--- src/rtl/ex_mem_dbus_stage_pkg.sv ---
// Shared types for the EX->MEM register: pipeline entry, data-bus request/response
// and the bus-transaction state of the latched entry.
package ex_mem_dbus_stage_pkg;

  typedef logic [63:0] u64;
  typedef logic [2:0]  msize_t;

  localparam msize_t MSIZE8 = 3'd3;

  typedef struct packed {
    logic       valid;
    u64         pc;
    u64         aluout;
    u64         writedata;
    logic       memtoreg;
    logic       memwrite;
    logic       regwrite;
    logic [4:0] dst;
  } execute_data_t;

  typedef struct packed {
    logic       valid;
    u64         addr;
    msize_t     size;
    logic [7:0] strobe;
    u64         data;
  } dbus_req_t;

  typedef struct packed {
    logic addr_ok;
    logic data_ok;
    u64   data;
  } dbus_resp_t;

  typedef enum logic [1:0] {
    S_IDLE = 2'd0,
    S_WAIT = 2'd1,
    S_DONE = 2'd2
  } mem_state_t;

  function automatic logic need_mem(input execute_data_t x);
    return x.valid & (x.memtoreg | x.memwrite);
  endfunction

endpackage

--- src/rtl/ex_mem_dbus_stage_if.sv ---
// Data-bus port bundle: the core side is master (drives req), memory side is slave.
interface ex_mem_dbus_stage_if;
  import ex_mem_dbus_stage_pkg::*;

  dbus_req_t  req;
  dbus_resp_t resp;

  modport master (output req, input  resp);
  modport slave  (input  req, output resp);
endinterface

--- src/rtl/ex_mem_dbus_stage.sv ---
// EX->MEM pipeline register that owns the data-bus transaction of its latched entry
// and freezes upstream stages until the bus returns data_ok.
module ex_mem_dbus_stage
  import ex_mem_dbus_stage_pkg::*;
#(
  parameter int WAITCNT_W = 16
) (
  input  logic                 clk,
  input  logic                 reset,
  input  execute_data_t        i_dataE_in,
  input  logic                 i_stall,
  input  logic                 i_flush,
  output execute_data_t        o_dataE_out,
  output u64                   o_readdata,
  ex_mem_dbus_stage_if.master  dbus,
  output logic                 o_mem_stall,
  output logic [WAITCNT_W-1:0] o_wait_cnt
);

  execute_data_t        r_entry;
  u64                   r_rdata;
  mem_state_t           r_state;
  mem_state_t           w_state_nxt;
  logic [WAITCNT_W-1:0] r_wait_cnt;
  execute_data_t        w_next_entry;
  logic                 w_waiting;
  logic                 w_data_ok;
  logic                 w_mem_stall;
  logic                 w_adv;

  assign w_waiting    = (r_state == S_WAIT);
  assign w_data_ok    = dbus.resp.data_ok;
  assign w_mem_stall  = w_waiting & ~w_data_ok;
  assign w_adv        = ~w_mem_stall & ~i_stall;
  assign w_next_entry = i_flush ? '0 : i_dataE_in;

  // Next transaction state; data_ok under an external stall parks in S_DONE so no re-issue
  always_comb begin
    w_state_nxt = r_state;
    if (w_adv) begin
      w_state_nxt = need_mem(w_next_entry) ? S_WAIT : S_IDLE;
    end else begin
      case (r_state)
        S_IDLE:  w_state_nxt = S_IDLE;
        S_WAIT:  w_state_nxt = w_data_ok ? S_DONE : S_WAIT;
        S_DONE:  w_state_nxt = S_DONE;
        default: w_state_nxt = S_IDLE;
      endcase
    end
  end

  // State register, latched entry, captured load data and wait counter
  always_ff @(posedge clk) begin
    if (reset) begin
      r_state    <= S_IDLE;
      r_entry    <= '0;
      r_rdata    <= 64'd0;
      r_wait_cnt <= '0;
    end else begin
      r_state <= w_state_nxt;
      if (w_adv) begin
        r_entry <= w_next_entry;
      end
      if (w_waiting && w_data_ok) begin
        r_rdata <= dbus.resp.data;
      end
      if (w_mem_stall && (r_wait_cnt != {WAITCNT_W{1'b1}})) begin
        r_wait_cnt <= r_wait_cnt + {{(WAITCNT_W-1){1'b0}}, 1'b1};
      end
    end
  end

  // Request fields come straight from the latched entry, so they cannot move mid-transaction
  always_comb begin
    dbus.req.valid  = w_waiting;
    dbus.req.addr   = r_entry.aluout;
    dbus.req.size   = MSIZE8;
    dbus.req.strobe = r_entry.memwrite ? 8'hFF : 8'h00;
    dbus.req.data   = r_entry.writedata;
  end

  assign o_dataE_out = r_entry;
  assign o_readdata  = w_waiting ? dbus.resp.data : r_rdata;
  assign o_mem_stall = w_mem_stall;
  assign o_wait_cnt  = r_wait_cnt;

endmodule
--- src/flat_wrapper.sv ---
// flat-port wrapper written by rule: the top's interface ports become plain ports
module ex_mem_dbus_stage_flat import ex_mem_dbus_stage_pkg::*;
#(
  parameter int WAITCNT_W = 16
)
  (clk, reset, i_dataE_in, i_stall, i_flush, o_dataE_out, o_readdata, o_mem_stall, o_wait_cnt, dbus_req, dbus_resp);
  ex_mem_dbus_stage_if dbus_i ();
  input  logic clk;
  input  logic reset;
  input  execute_data_t i_dataE_in;
  input  logic i_stall;
  input  logic i_flush;
  output execute_data_t o_dataE_out;
  output u64 o_readdata;
  output logic o_mem_stall;
  output logic [WAITCNT_W-1:0] o_wait_cnt;
  output wire logic [$bits(dbus_i.req)-1:0] dbus_req;
  input wire logic [$bits(dbus_i.resp)-1:0] dbus_resp;
  assign dbus_req = dbus_i.req;
  assign dbus_i.resp = dbus_resp;
  ex_mem_dbus_stage #(.WAITCNT_W(WAITCNT_W)) u_core (.clk(clk), .reset(reset), .i_dataE_in(i_dataE_in), .i_stall(i_stall), .i_flush(i_flush), .o_dataE_out(o_dataE_out), .o_readdata(o_readdata), .dbus(dbus_i), .o_mem_stall(o_mem_stall), .o_wait_cnt(o_wait_cnt));
endmodule
--- config.mk ---
export PLATFORM = sky130hd
export DESIGN_NAME = ex_mem_dbus_stage_flat
export DESIGN_NICKNAME = d
export VERILOG_FILES = /design/src/rtl/ex_mem_dbus_stage_pkg.sv /design/src/rtl/ex_mem_dbus_stage_if.sv /design/src/rtl/ex_mem_dbus_stage.sv /design/src/flat_wrapper.sv
export SDC_FILE = /design/constraint.sdc
export NUM_CORES = 1
export LEC_CHECK = 0
export BUFFER_PORTS_ARGS = -buffer_cell sky130_fd_sc_hd__buf_2
export CORE_AREA = 5 5 267 269
export CTS_BUF_LIST = sky130_fd_sc_hd__clkbuf_2 sky130_fd_sc_hd__clkbuf_4 sky130_fd_sc_hd__clkbuf_8
export CTS_CLUSTER_DIAMETER = 40
export DETAILED_ROUTE_END_ITERATION = 10
export DIE_AREA = 0 0 272 274
export SLEW_MARGIN = 20
export SYNTH_ARGS = -nofsm -noshare
export SYNTH_HDL_FRONTEND = slang
export SYNTH_SLANG_ARGS = --single-unit
--- constraint.sdc ---
create_clock -name clk -period 4.5 [get_ports clk]
set_input_delay 0.9 -clock clk [delete_from_list [all_inputs] [get_ports clk]]
set_output_delay 0.9 -clock clk [all_outputs]
set_load 0.02 [all_outputs]
==> results of run 1 <==
[tightest hold or removal path: cells and delay by family, from the launching register on]
kind             cells  cell delay, ns
flip-flops           1            0.30
AO/OA/AOI/OAI        1            0.05
AND/OR/NAND/NOR      1            0.05
[worst paths after layout]
| kind | depth (start not counted) | endpoint | start | slack [ns] |
|---|---|---|---|---|
| worst max-delay path | 5 | o_readdata[1] | u_core.r_state[1] | 0.99 |
| worst min-delay path | 2 | u_core.o_dataE_out[140] | u_core.o_dataE_out[140] | 0.44 |
| worst max register to register | 7 | u_core.o_wait_cnt[15] | u_core.r_state[1] | 1.47 |
| worst min register to register | 2 | u_core.o_dataE_out[140] | u_core.o_dataE_out[140] | 0.44 |
[cell usage in the layout, fill, tap and decap left out, drive strengths merged, types with 2 or more instances in the layout]
cell type / count
buf: 715
nand2: 335
dfxtp: 283
a21oi: 276
nand3b: 202
clkbuf: 90
mux2: 67
o21ai: 8
inv: 8
or3: 7
clkinv: 6
nor2: 6
diode: 5
clkinvlp: 5
nand4: 5
nor4: 4
o41ai: 3
nand3: 3
o31ai: 3
nor2b: 3
nor3: 3
conb: 3
bufinv: 3
ha: 3
or4: 2
nand2b: 2
[per-stage QoR]
step | hold WS, ns | power (W) | worst slack (ns)
3_5_place_dp | 0.440 | 0.00350 | 1.51
2_1_floorplan | 0.434 | 0.00319 | 1.95
3_3_place_gp | 0.435 | 0.00349 | 1.51
4_1_cts | 0.435 | 0.00650 | 0.895
5_1_grt | 0.457 | 0.00669 | 0.811
6_report | 0.443 | 0.00638 | 0.991
[cells by family (layout without fill, tap and decap cells)]
logic type      Yosys count  in the layout  synth area share
compound gates          292            292             0.118
xor+xnor                  1              1          0.000695
fa+ha+maj                 3              3           0.00298
buf+inv                 267            827             0.123
flops                   283            283             0.450
mux                      68             68            0.0607
other cells               2              8          0.000596
simple gates            579            579             0.244
[report_power, final]
group	total (W)	switching (W)	leakage [nW]	internal, W
Clock	0.00294	0.00117	0.676	0.00177
Sequential	0.00265	0.0000607	2.30	0.00259
Combinational	0.000789	0.000491	4.81	0.000298
Total	0.00638	0.00172	7.79	0.00466
[registers in the layout, summed over array words and instances (netlist names)]
register,flops
u_core.r_rdata,64
u_core.r_state,2
u_core.o_wait_cnt,16
u_core.o_dataE_out,73
u_core.dbus.req,128
[routing by layer]
layer  wire [um]  vias up
met5           0        -
met4        1070        0
met3        3910       68
met2       22300      466
met1       19500     5674
li1            -     5956
[cell type report]
class	instances	area share
Timing Repair Buffer	715	0.217
Tap cell	882	0.0639
Inverter	7	0.00152
Multi-Input combinational cell	946	0.313
Clock inverter	15	0.00978
Clock buffer	90	0.0656
Antenna cell	5	0.000725
Sequential cell	283	0.328
==> results.py, run 1 <==
metrics = {
    "floorplanning": {
        "std_cell_rows": 96,
        "dieArea_mm2": 0.0745,
        "ios": 693,
        "die_width_um": 272,
        "fp.dieH_um": 274,
        "core_mm2": 0.0683,
        "start_util": 0.184,
    },
    "min_path": {
        "hold_path_class": "flop to flop",
    },
    "synthesis": {
        "postSynthCellCount": 1495,
        "synth_top_area_cell": "dfxtp_1",
        "syn_area_mm2": 0.0126,
        "syn_avg_cell_area_um2": 8.43,
        "yosys.cell_types.count": 39,
        "synth_warnings": 0,
        "yosysTopAreaCellShare": 0.450,
        "async_flop_share": 0,
        "synth_area_leaders": "dfxtp_1 45%, nand3b_1 12%, a21oi_1 11%",
        "synth_edf_count": 0,
        "synth_commonest_cells": "335 x nand2_1, 283 x dfxtp_1, 276 x a21oi_1",
        "yosysMostFrequentCell": "nand2_1",
        "yosysSeqAreaShare": 0.450,
        "synth_seq_cells": 283,
        "synth_ff_type": "dfxtp_1",
    },
    "timing": {
        "setup_tns_ns": 0,
        "fin_worst_skew_ns": 0.0183,
        "worstMarginPinSlew_ns": 0.934,
        "post-route-period-util": 0.780,
        "rsz0062_at_grt": "no",
        "slew_headroom": 0.372,
        "slew_viol_final": 0,
        "max_freq_ghz": 0.285,
        "hold_violations": 0,
        "setup_violations": 0,
        "period_needed_ns": 3.51,
    },
    "finish": {
        "postLayoutCellArea_mm2": 0.0173,
        "fillCellCount": 7537,
        "register_area_mm2": 0.00567,
        "synthToLayoutAreaGrowth_pct": 37.1,
        "multiInputGateArea_mm2": 0.00541,
        "drive_gt1_frac": 0.438,
        "utilization": 0.253,
        "final_nets": 2286,
        "final_cells": 2943,
    },
    "pwr": {
        "p_per_area_mw_per_mm2": 369,
        "leakage_nw": 7.79,
        "vdd.ir_drop.worst_mv": 0.225,
    },
    "global_routing": {
        "use_met3": 0.0363,
        "first_global_vias": 11900,
        "grt_max_degree": 122,
        "grt_pass1_wl_um": 67800,
        "antenna_found_initial": 6,
        "gr-usage-all-layers": 0.113,
        "gr-total-overflow": 0,
        "grt_use_met2": 0.194,
        "grt_busiest_layer": "met2",
        "grt_use_met1": 0.135,
    },
    "setup_path": {
        "cp_num_buf_inv": 3,
        "cp_data_required_time_ns": 3.60,
        "cp-end-kind": "output port",
        "max_stage_delay_ns": 0.74,
        "cp-start-kind": "flop",
        "crit_chain": "inv_1 -> ha_2 -> buf_12 -> mux2_2 -> buf_2",
        "critical-path-top-delay-family": "adder cells",
        "criticalPathCategory": "flop to output port",
        "crit_arrival_ns": 2.61,
        "cp_max_fo": 37,
        "cp_slowest_cell": "ha_2",
    },
    "clocking": {
        "clk_latency_ns": 0.61,
        "hold_buffers": 0,
        "clock_tree.root_cell": "clkbuf_8",
        "cts_tree": "built",
        "post_cts_resized": 0,
        "cts_buffers": 59,
        "clk_pin_slew_ns": 0.06,
        "clkSinkCount": 283,
        "clk_path_buf_depth": 3,
        "htree_levels": 2,
        "cts_setup_buffers": 0,
    },
    "placement": {
        "numPortBuffers": 688,
        "postPlaceCellArea_mm2": 0.0160,
        "hpwl_um": 34400,
        "placedCellCount": 2833,
        "gp_congestion": 0.784,
    },
    "drt": {
        "via_per_inst": 4.13,
        "drcViolationCount": 0,
        "drt_wl_total_um": 46800,
        "first_iter_violations": 566,
        "first_pass_iters": 5,
        "wl_per_cell_um": 15.9,
        "dr_total_vias": 12200,
        "ant_nets": 0,
    },
    "flow_run": {
        "max-cap-violations": 0,
    },
    "run_status": {
        "outcome": "complete, no violations",
    },
}
No activity file was read; power rests on OpenSTA's default activity.
==> run 2, diff against run 1 <==
--- a/config.mk
+++ b/config.mk
@@ -5,12 +5,13 @@
 export SDC_FILE = /design/constraint.sdc
 export NUM_CORES = 1
 export LEC_CHECK = 0
+export ABC_AREA = 1
 export BUFFER_PORTS_ARGS = -buffer_cell sky130_fd_sc_hd__buf_2
-export CORE_AREA = 5 5 267 269
+export CORE_AREA = 5 5 266 268
 export CTS_BUF_LIST = sky130_fd_sc_hd__clkbuf_2 sky130_fd_sc_hd__clkbuf_4 sky130_fd_sc_hd__clkbuf_8
 export CTS_CLUSTER_DIAMETER = 40
 export DETAILED_ROUTE_END_ITERATION = 10
-export DIE_AREA = 0 0 272 274
+export DIE_AREA = 0 0 271 273
 export SLEW_MARGIN = 20
 export SYNTH_ARGS = -nofsm -noshare
 export SYNTH_HDL_FRONTEND = slang
==> constraint.sdc (replaced) <==
create_clock -name clk -period 3.56 [get_ports clk]
set_input_delay 0.712 -clock clk [delete_from_list [all_inputs] [get_ports clk]]
set_output_delay 0.712 -clock clk [all_outputs]
set_load 0.02 [all_outputs]
==> results.py, run 2 <==
metrics = {
    "run_status": {
        "outcome": "complete, no violations",
    },
    "drt": {
        "wl_per_cell_um": 15.4,
        "ant_nets": 0,
        "drcViolationCount": 0,
        "dr_total_vias": 11600,
        "drt_wl_total_um": 44100,
        "first_iter_violations": 642,
        "first_pass_iters": 5,
        "via_per_inst": 4.05,
    },
    "synthesis": {
        "synth_area_leaders": "dfxtp_1 48%, a22oi_1 12%, buf_4 10%",
        "synth.mux.area_fraction": 0,
        "postSynthCellCount": 1401,
        "yosys.cell_types.count": 25,
        "synth_top_area_cell": "dfxtp_1",
        "synth_warnings": 0,
        "yosysTopAreaCellShare": 0.480,
        "synthXorXnorAreaFrac": 0,
        "syn_avg_cell_area_um2": 8.42,
        "synth_edf_count": 0,
        "syn_area_mm2": 0.0118,
        "async_flop_share": 0,
        "yosys.area_share.adder": 0.00318,
        "synth_commonest_cells": "283 x dfxtp_1, 237 x nor2_1, 188 x a22oi_1",
        "synth_top_family_by_area": "compound AO/OA/AOI/OAI gates",
        "yosys.area_share.simple": 0.125,
        "yosysMostFrequentCell": "dfxtp_1",
        "synth_seq_cells": 283,
        "synth_ff_type": "dfxtp_1",
        "synth_compound_area_frac": 0.222,
        "yosysSeqAreaShare": 0.480,
    },
    "placement": {
        "hpwl_um": 32800,
        "dp_slack_ns": 0.889,
        "gp_congestion": 0.818,
        "numPortBuffers": 688,
    },
    "timing": {
        "slew_headroom": 0.305,
        "rsz0062_at_grt": "no",
        "setup_tns_ns": 0,
        "fin_ws_ns": 0.839,
        "setup_violations": 0,
        "hold_violations": 0,
        "period_needed_ns": 2.72,
        "slew_viol_final": 0,
        "fin_worst_skew_ns": 0.0431,
        "post-route-period-util": 0.764,
        "max_freq_ghz": 0.368,
        "worstMarginPinSlew_ns": 1.04,
    },
    "clocking": {
        "clk_latency_ns": 0.64,
        "htree_levels": 2,
        "clock_tree.root_cell": "clkbuf_8",
        "cts_setup_buffers": 0,
        "hold_buffers": 0,
        "cts_tree": "built",
        "clk_pin_slew_ns": 0.06,
        "clkSinkCount": 283,
        "clk_path_buf_depth": 3,
        "post_cts_resized": 0,
        "cts_buffers": 58,
    },
    "finish": {
        "synthToLayoutAreaGrowth_pct": 37.7,
        "drive_gt1_frac": 0.423,
        "multiInputGateArea_mm2": 0.00416,
        "largest_reg_flops": 128,
        "final_common_cell": "buf_2",
        "register_area_mm2": 0.00567,
        "layout_common_cells": "687 x buf_2, 283 x dfxtp_1, 237 x nor2_1, 188 x a22oi_1, 134 x o21ai_0",
        "final_nets": 2202,
        "fillCellCount": 7552,
    },
    "pwr": {
        "p_per_area_mw_per_mm2": 495,
        "p_sw_w": 0.00219,
        "switching_share": 0.272,
        "p_int_w": 0.00585,
        "vdd.ir_drop.worst_mv": 0.338,
        "p_comb_frac": 0.123,
        "seq_power_share": 0.417,
        "leakage_nw": 7.74,
        "clock_power_share": 0.460,
        "finalPower_w": 0.00804,
    },
    "global_routing": {
        "gr-total-overflow": 0,
        "first_global_vias": 10800,
        "gr-usage-all-layers": 0.108,
        "grt_max_degree": 144,
        "grt_pass1_wl_um": 63900,
        "antenna_found_initial": 8,
    },
    "floorplanning": {
        "ios": 693,
        "fp.dieH_um": 273,
        "dieArea_mm2": 0.0740,
        "start_util": 0.173,
        "core_mm2": 0.0681,
        "std_cell_rows": 96,
        "die_width_um": 271,
    },
    "min_path": {
        "hold_path_class": "input port to flop",
    },
    "setup_path": {
        "cp-start-kind": "flop",
        "criticalPathCategory": "flop to output port",
        "crit_arrival_ns": 2.01,
        "cp-end-kind": "output port",
        "cp_max_fo": 132,
        "cp_data_required_time_ns": 2.85,
    },
    "flow_run": {
        "max-cap-violations": 0,
    },
}
-- run 2: changes by cell type after synthesis, sizes merged, moves of 76 or more --
cell	previous run	this run
nand3b	202	1
nand2	335	109
nor2	6	241
a22oi	0	198
o21ai	8	135
a21oi	276	78
inv	7	83
-- run 2: area by class of cell --
cell class | count | share of cell area
sequential | 283 | 0.349
multi-input combinational | 792 | 0.256
timing repair buffer | 710 | 0.228
tap | 882 | 0.0679
clock buffer | 84 | 0.0658
inverter | 83 | 0.0195
clock inverter | 20 | 0.0136
antenna | 4 | 0.000616
-- run 2: path summary, 6_finish.rpt --
kind	startpoint	end	slack [ns]	cells past startpoint
max	u_core.r_state[1]	o_readdata[2]	0.84	6
min	i_dataE_in[188]	u_core.o_dataE_out[188]	0.30	3
max reg2reg	u_core.r_state[1]	u_core.r_state[0]	1.37	9
min reg2reg	u_core.r_rdata[40]	u_core.r_rdata[40]	0.44	2
-- run 2: cells by family after synthesis --
family	after synthesis
AND/OR/NAND/NOR	374
buffers and inverters	327
flip-flops	283
adder cells (fa/ha/maj)	3
AO/OA/AOI/OAI	412
other	2
-- run 2: critical path: stages, from the launching register on --
cell,delay [ns]
dfxtp_1,0.31
inv_1,0.08
ha_4,0.15
buf_12,0.36
nand2_1,0.09
o21ai_0,0.12
buf_2,0.22
-- run 2: power by group through the flow --
stage | Clock (W) | Sequential (W) | Combinational [W]
floorplan | 0 | 0.00351 | 0.000536
global placement | 0 | 0.00342 | 0.000988
detailed placement | 0 | 0.00342 | 0.000991
CTS | 0.00386 | 0.00335 | 0.000994
global route | 0.00399 | 0.00336 | 0.00107
finish | 0.00370 | 0.00335 | 0.000985
-- run 2: layer usage --
metal	global-route usage	wire length, um
met2	0.170	20100
met5	0	21
met3	0.0466	4510
met1	0.127	17700
met4	0.0501	1800
-- run 2: stage by stage --
stage          hold slack, ns   util  cells  cell area, um^2
6_report                0.304  0.238   2858            16200
4_1_cts                 0.212  0.238   2854            16200
3_3_place_gp            0.436  0.219   2750            14900
2_1_floorplan           0.424      -   1402            11800
5_1_grt                 0.244  0.238   2857            16200
3_5_place_dp            0.440  0.219   2750            14900
==> run 3, diff against run 2 <==
==> constraint.sdc (replaced) <==
create_clock -name clk -period 2.5 [get_ports clk]
set_input_delay 0.5 -clock clk [delete_from_list [all_inputs] [get_ports clk]]
set_output_delay 0.5 -clock clk [all_outputs]
set_load 0.02 [all_outputs]
==> results.py, run 3 (synthesized netlist as in run 2, its figures left out) <==
metrics = {
    "run_status": {
        "outcome": "complete, no violations",
    },
    "timing": {
        "setup_violations": 0,
        "fin_worst_skew_ns": 0.0397,
        "post-route-period-util": 0.951,
        "max_freq_ghz": 0.420,
        "worstMarginPinSlew_ns": 0.502,
        "slew_headroom": 0.664,
        "fin_ws_ns": 0.121,
        "slew_viol_final": 0,
        "hold_violations": 0,
        "period_needed_ns": 2.38,
    },
    "clocking": {
        "clkSinkCount": 283,
        "cts_tree": "built",
        "clk_path_buf_depth": 3,
        "clock_tree.root_cell": "clkbuf_8",
        "cts_buffers": 54,
        "clk_pin_slew_ns": 0.06,
        "hold_buffers": 0,
        "htree_levels": 2,
        "clk_latency_ns": 0.63,
    },
    "drt": {
        "wl_per_cell_um": 15.6,
        "drcViolationCount": 0,
        "first_iter_violations": 733,
        "dr_total_vias": 11600,
        "ant_nets": 0,
        "via_per_inst": 4.05,
        "drt_wl_total_um": 44600,
        "first_pass_iters": 6,
    },
    "global_routing": {
        "gr-total-overflow": 0,
        "grt_max_degree": 129,
        "first_global_vias": 10700,
        "gr-usage-all-layers": 0.109,
        "antenna_found_initial": 6,
        "grt_pass1_wl_um": 64200,
    },
    "pwr": {
        "switching_share": 0.271,
        "p_int_w": 0.00825,
        "seq_power_share": 0.421,
        "vdd.ir_drop.worst_mv": 0.314,
        "p_comb_frac": 0.127,
        "p_sw_w": 0.00307,
        "clock_power_share": 0.452,
        "p_per_area_mw_per_mm2": 691,
        "leakage_nw": 7.80,
    },
    "setup_path": {
        "cp-end-kind": "output port",
        "cp_data_required_time_ns": 2.00,
        "criticalPathCategory": "flop to output port",
        "crit_arrival_ns": 1.88,
        "cp_max_fo": 32,
        "cp-start-kind": "flop",
    },
    "placement": {
        "gp_congestion": 0.821,
        "placedCellCount": 2754,
        "numPortBuffers": 688,
        "hpwl_um": 32700,
        "dp_slack_ns": 0.349,
    },
    "floorplanning": {
        "std_cell_rows": 96,
        "die_width_um": 271,
        "dieArea_mm2": 0.0740,
        "fp.dieH_um": 273,
        "start_util": 0.173,
        "ios": 693,
        "core_mm2": 0.0681,
    },
    "finish": {
        "synthToLayoutAreaGrowth_pct": 38.8,
        "drive_gt1_frac": 0.426,
        "final_nets": 2208,
        "largest_reg_flops": 128,
        "final_common_cell": "buf_2",
        "utilization": 0.240,
        "fillCellCount": 7512,
        "layout_common_cells": "682 x buf_2, 282 x dfxtp_1, 237 x nor2_1, 188 x a22oi_1, 129 x o21ai_0",
        "final_cells": 2862,
    },
    "flow_run": {
        "max-cap-violations": 0,
    },
    "min_path": {
        "hold_path_class": "input port to flop",
    },
}
run 3: cell types whose count changed in the layout (fill, tap and decap cells not counted), moves of 2 or more:
cell      before  now
buf_2        687  682
clkbuf_8      70   65
buf_12         7    9
buf_16         0    3
buf_4         15   24
o21ai_0      134  129
clkbuf_4      14   12
o21ai_1        0    5
clkinv_2       9   12
run 3: worst max-delay path, cell delays in order, from the launching register on:
cell     delay (ns)
dfxtp_1        0.34
inv_2          0.05
ha_4           0.22
buf_16         0.19
o21ai_0        0.25
buf_2          0.22
run 3: repair_timing:
| item | CTS | global route |
|---|---|---|
| buffers inserted | 2 | 1 |
| cloned | 2 | 1 |
| gates resized for setup | 12 | 3 |
| setup endpoints to repair | 63 | 21 |
| pin swaps | 0 | 1 |
run 3: power by group through the flow:
stage / clock network, W / logic [W] / registers, W
after global routing: 0.00552 / 0.00155 / 0.00479
after global placement: 0 / 0.00142 / 0.00486
final: 0.00512 / 0.00143 / 0.00477
after CTS: 0.00535 / 0.00144 / 0.00477
after floorplan: 0 / 0.000763 / 0.00500
after detailed placement: 0 / 0.00142 / 0.00487
run 3: worst paths after layout:
path	to	slack, ns	startpoint	depth (start not counted)
max	o_readdata[13]	0.12	u_core.r_state[1]	5
min	u_core.dbus.req[126]	0.1	i_dataE_in[123]	3
max reg2reg	u_core.o_dataE_out[162]	0.29	u_core.r_state[1]	12
min reg2reg	u_core.r_rdata[48]	0.44	u_core.r_rdata[48]	2
run 3: stage by stage:
step	hold slack (ns)	power, W	instance area, um^2	setup TNS, ns
final	0.0994	0.0113	16400	0
after global routing	0.0602	0.0119	16400	-0.00635
after CTS	0.0312	0.0116	16300	0
after detailed placement	0.438	0.00629	15000	0
after global placement	0.436	0.00628	15000	0
after floorplan	0.424	0.00577	11800	0
run 3: final cells by class:
class                           instances  area, um^2  share of cell area
Clock inverter                         22         249              0.0152
Antenna cell                            3        7.51            0.000458
Timing Repair Buffer                  720        3890               0.238
Inverter                               83         317              0.0193
Sequential cell                       283        5670               0.346
Tap cell                              882        1100              0.0674
Multi-Input combinational cell        792        4160               0.254
Clock buffer                           77         985              0.0601
run 3: layer usage:
metal / global-route usage / wire length (um)
met4: 0.0430 / 1350
met1: 0.129 / 17800
met3: 0.0410 / 4190
met2: 0.178 / 21300
met5: 0 / 7
